`src/rtl/counter_enable_if.sv`:
```
// Control and status bundle for the gated up-counter.
// The block side takes the slave modport; the stimulus side takes the master modport.
interface counter_enable_if #(
  parameter int unsigned N = 4
);
  logic         start;
  logic         pause;
  logic         active;
  logic         enable;
  logic [N-1:0] counter;

  modport slave (
    input  start,
    input  pause,
    output active,
    output enable,
    output counter
  );

  modport master (
    output start,
    output pause,
    input  active,
    input  enable,
    input  counter
  );
endinterface

```
`src/rtl/counter_enable.sv`:
```
// Gated up-counter with a start-armed run flag and a combinational pause gate.
// Only reset disarms the block; the count wraps silently modulo 2**N.
module counter_enable #(
  parameter int unsigned N = 4
) (
  input  logic             clk,
  input  logic             reset,
  counter_enable_if.slave  bus
);

  typedef enum logic {
    ST_IDLE = 1'b0,
    ST_RUN  = 1'b1
  } state_e;

  state_e       state_q, state_d;
  logic [N-1:0] counter_q, counter_d;
  logic         enable_c;

  // State and count registers; reset clears both immediately
  always_ff @(posedge clk or posedge reset) begin
    if (reset) begin
      state_q   <= ST_IDLE;
      counter_q <= '0;
    end else begin
      state_q   <= state_d;
      counter_q <= counter_d;
    end
  end

  // Run-flag transitions and count gating
  always_comb begin
    state_d   = state_q;
    counter_d = counter_q;
    enable_c  = 1'b0;
    unique case (state_q)
      ST_IDLE: begin
        if (bus.start) begin
          state_d = ST_RUN;
        end
      end
      ST_RUN: begin
        // pause gates the current edge only; the run flag is untouched
        enable_c = ~bus.pause;
      end
      default: begin
        state_d = ST_IDLE;
      end
    endcase
    if (enable_c) begin
      counter_d = counter_q + N'(1);
    end
  end

  assign bus.active  = (state_q == ST_RUN);
  assign bus.enable  = enable_c;
  assign bus.counter = counter_q;

endmodule

```
`src/flat_wrapper.sv`:
```
// flat-port wrapper written by rule: the top's interface ports become plain ports
module counter_enable_flat 
#(
  parameter int unsigned N = 4
)
  (clk, reset, bus_start, bus_pause, bus_active, bus_enable, bus_counter);
  counter_enable_if #(.N(N)) bus_i ();
  input  logic clk;
  input  logic reset;
  input wire logic [$bits(bus_i.start)-1:0] bus_start;
  input wire logic [$bits(bus_i.pause)-1:0] bus_pause;
  output wire logic [$bits(bus_i.active)-1:0] bus_active;
  output wire logic [$bits(bus_i.enable)-1:0] bus_enable;
  output wire logic [$bits(bus_i.counter)-1:0] bus_counter;
  assign bus_i.start = bus_start;
  assign bus_i.pause = bus_pause;
  assign bus_active = bus_i.active;
  assign bus_enable = bus_i.enable;
  assign bus_counter = bus_i.counter;
  counter_enable #(.N(N)) u_core (.clk(clk), .reset(reset), .bus(bus_i));
endmodule
```
`config.mk`:
```
export PLATFORM = sky130hd
export DESIGN_NAME = counter_enable_flat
export DESIGN_NICKNAME = d
export VERILOG_FILES = /design/src/rtl/counter_enable_if.sv /design/src/rtl/counter_enable.sv /design/src/flat_wrapper.sv
export SDC_FILE = /design/constraint.sdc
export NUM_CORES = 1
export LEC_CHECK = 0
export ABC_AREA = 1
export CAP_MARGIN = 20
export CORE_AREA = 10 10 47 49
export CTS_CLUSTER_SIZE = 8
export DETAILED_ROUTE_END_ITERATION = 7
export DIE_AREA = 0 0 57 59
export GPL_TIMING_DRIVEN = 1
export PLACE_DENSITY = 0.5
export REMOVE_ABC_BUFFERS = 1
export SLEW_MARGIN = 10
export SYNTH_ARGS = -nofsm -noshare
export SYNTH_HDL_FRONTEND = slang
export SYNTH_SLANG_ARGS = --single-unit
```
`constraint.sdc`:
```
create_clock -name clk -period 1.4 [get_ports clk]
set_clock_uncertainty 0.15 [all_clocks]
set_input_delay 0.28 -clock clk [delete_from_list [all_inputs] [get_ports clk]]
set_output_delay 0.28 -clock clk [all_outputs]
set_load 0.01 [all_outputs]
```
* Word-level counts from Yosys, hierarchy flattened
Cells that the tools add are included.
** Word-level totals
- Output and inout port bits :: 6
- Input bits :: 4
- Logic and storage cells :: 7
- Register bits after elaboration :: 5
** Cells by class
- Multiplexer cells :: 3
- $add $sub $neg :: 1
- Bitwise operators :: 1
** Operators with widths (count)
- adder 4 x 1 -> 4 bit, second input constant :: 1
- 2-to-1 mux 1 bit :: 3
- inverter 1 bit :: 1

* Depth between registers and ports, before layout
- Word-level depth :: 2
- Depth in mapped cells :: 6
- Mapped depth without buffers :: 6

* Least setup slack after synthesis
No wires, ideal clock.
- Path type :: reg-to-reg
- From :: reg u_core.counter_q[0], in the netlist u_core.bus.counter[0]
- To :: reg u_core.counter_q[1], in the netlist u_core.bus.counter[1]
- Buffers on the path :: 0
- Setup time :: 0.116 ns
- Clock period less this slack :: 1.072 ns
- Data required time :: 1.134 ns
- Stages on the path, launching flop included :: 4
- Setup slack :: 0.328 ns
- Arrival :: 0.806 ns
- Cells stage by stage :: dfrtp_1 ha_1 nand2_1 nand2_1
** On the way
- Cells in the longest elaborated chain, start to end :: 1
** RTL lines
- from (decl) :: line counter_enable.sv:17 : logic [N-1:0] counter_q, counter_d;
- from (signal assigned) :: line counter_enable.sv:27 : counter_q <= counter_d;
- adder 4 x 1 -> 4 bit :: line counter_enable.sv:51 : counter_d = counter_q + N'(1);
Every way passes these cells.
A chain may end at the register's enable or synchronous reset.

* Worst setup path in the final report
- From :: reg u_core.counter_q[1], in the netlist u_core.bus.counter[1]
- To :: out bus_counter[1]
** RTL lines
- to (decl) :: line flat_wrapper.sv:14 : output wire logic [$bits(bus_i.counter)-1:0] bus_counter;
No word-level cell between the ends.

==> metrics <==
Die Wd=between 50 and 60 um; Crit Path Category=register to output port; crit path launch=u_core.bus.counter[1]$_DFFE_PP0P_; area share of the largest cell type after synthesis=52.9%; vias in the first global route=244; Seq/Total Area, Yosys=a little over half; Synth area leader=dfrtp_1; CTS tree=built; Nets=52; total routed wirelength=between 500 and 600 um; Relative slew margins=a little under nine tenths; Synth Warn #=0; DRC Markers=0; PD cells=about 1800 nW/um^2; reg2reg setup slack=0.25 ns; cells after synthesis=27; most common flop cell mapped by yosys=dfrtp_1; placed cells=a little under 60; FF-to-FF End=u_core.bus.counter[1]$_DFFE_PP0P_; Initial DRT Pass Iterations=2; Cell Chain, Critical Path=dlygate4sd2_1; Vias per Instance=approximately 3.7; Startpoint Class=register; Crit-path slowest cell=dfrtp_1; Routed wire per std cell=9.65 um; met2 WL post-DR=slightly below 300 um; Reg2Reg Depth=4; first-pass GRT wire length=1040 um; Final Total Pwr=around 0.74 mW; hold crit path type=input port to async pin; Non-Filler Instances=62; dominant cell by count in the synthesized netlist=nand2_1; GR Overflow Total=0; final hold viol count=0; area grow syn2layout=74.1%; Commonest cells post-synth=nand2_1, dfrtp_1, inv_1, nand3_1; worst endpoint required time=0.97 ns; CP delay by family, top=flip-flops; M1 wire length=around 270 um; GR Util All Layers=about 4.2%; Final Cycle Share=~95%; highest metal used=met3; Vias=228; CTS buffer count=3; core footprint=about 1400 um^2; max_cap viols=0; DP HPWL=around 520 um; Max Fclk=around 750 MHz; Worst Setup End Kind=output port; Tightest Pin Transition=about 0.21 ns; Die Ht=approximately 59 um; initial antenna violation count=0; CTS Buffer Depth=2; clk_lat worst skew=0.24 ns; DRT iter0 DRCs=6; pins over their slew limit=0; Max rail drop VDD=between 0.3 and 0.4 mV; RSZ-0062 raised after global routing=no; # diodes=0; Port Buf Inserts=9; Initial Utilization=16.9%; Critical Path Max Stage Delay=about 0.37 ns; CP arrival=0.89 ns; layout cell share with drive strength beyond 1=28.3%; Synth Cell Area=between 200 and 250 um^2; reg2reg start=u_core.bus.counter[0]$_DFFE_PP0P_; Rows=14; post-route ant nets=0; clock sink count=5; Die ar.=about 3400 um^2; CP Depth=1; Filler cells=between 150 and 200; post-synth cell types=12; clk slew on worst S/H paths=about 0.05 ns; Synth area leaders=dfrtp_1, nand2_1, inv_1; EDFF count, synth=0; CP bufs+invs=1; Pleak=roughly 0.22 nW; CP Max Fanout=2; htree depth=1; Met3 Routed Length=around 37 um; Post-synth ARST share=100%; average cell area after synthesis=~9 um^2; Worst Setup EP=bus_counter[1]; pin count of the biggest net entering global routing=6; flops & latches, synth=5; gp weighted congestion=about 0.67; I/O pin total=10; status=finished, final reports clean; Root Buffer=clkbuf_4; Min Clock Period, post-route=1.32 ns; final core occ=between 20% and 30%; Setup violations, final=0
==> worst min path at each step <==
stage / to / cells past startpoint
2_1_floorplan: u_core.bus.active$_DFF_PP0_ / 1
3_3_place_gp: u_core.bus.counter[1]$_DFFE_PP0P_ / 2
3_5_place_dp: u_core.bus.counter[1]$_DFFE_PP0P_ / 2
4_1_cts: u_core.bus.counter[1]$_DFFE_PP0P_ / 2
5_1_grt: u_core.bus.active$_DFF_PP0_ / 2
6_report: u_core.bus.counter[1]$_DFFE_PP0P_ / 2
==> power by group <==
part           switching (mW)  internal, mW  total [mW]  leakage [nW]
combinational           0.165         0.181       0.346         0.152
sequential             0.0256         0.204       0.229        0.0568
clock                  0.0607         0.108       0.169        0.0150
total                   0.251         0.492       0.743         0.223
==> logic make-up after synthesis <==
kind of cell	share of synthesized area, %
XOR/XNOR	3.70
buffers and inverters	7.93
flip-flops	52.9
AO/OA/AOI/OAI	3.18
AND/OR/NAND/NOR	27.0
adder cells (fa/ha/maj)	5.29
==> registers in the layout (all words and copies together) (netlist names) <==
register / cells
u_core.bus.counter: 4
u_core.bus.active: 1
==> per-stage QoR <==
step                setup WS [ns]  instance area, um^2  hold slack (ns)  setup TNS (ns)
CTS                       -0.0520                  403            0.103         -0.0520
floorplan                   0.328                  236          -0.0915               0
global placement           -0.427                  392            0.358          -0.450
global route               0.0205                  412           0.0971               0
finish                     0.0754                  412           0.0955               0
detailed placement         -0.446                  392            0.361          -0.499
==> area by class of cell <==
class / instances / area [um^2] / share of cell area (%)
tap: 16 / 20.0 / 4.86
sequential: 5 / 125 / 30.4
multi-input combinational: 17 / 92.6 / 22.5
timing repair buffer: 15 / 129 / 31.3
clock buffer: 4 / 26.3 / 6.38
inverter: 5 / 18.8 / 4.56
==> layer usage <==
metal | vias to the layer above | global-route usage [%]
met5 | - | 0
met2 | 7 | 6.67
met4 | 0 | 3.02
met1 | 101 | 3.95
li1 | 120 | -
met3 | 0 | 2.79
==> cells in the final DEF (no fill, tap or decap) <==
| cell type | instances |
|---|---|
| dfrtp_1 | 5 |
| xor2_1 | 1 |
| or2_1 | 1 |
| inv_2 | 1 |
| inv_1 | 4 |
| nor2_1 | 1 |
| nand2_2 | 1 |
| buf_2 | 1 |
| nand2_1 | 8 |
| nand3_1 | 2 |
| buf_4 | 6 |
| clkbuf_4 | 3 |
| buf_6 | 1 |
| o21bai_1 | 1 |
| dlymetal6s2s_1 | 1 |
| ha_1 | 1 |
| dlygate4sd2_1 | 4 |
| clkbuf_1 | 1 |
| nand3b_1 | 1 |
| clkdlybuf4s50_1 | 2 |
==> repair_timing <==
item / CTS / global route
hold buffers: 0 / 0
pin swaps: 0 / 0
gates cloned: 0 / 0
buffers inserted: 0 / 0
endpoints found under the setup margin: 6 / 1
gates resized for setup: 12 / 3
(Power assumes the default switching activity.)
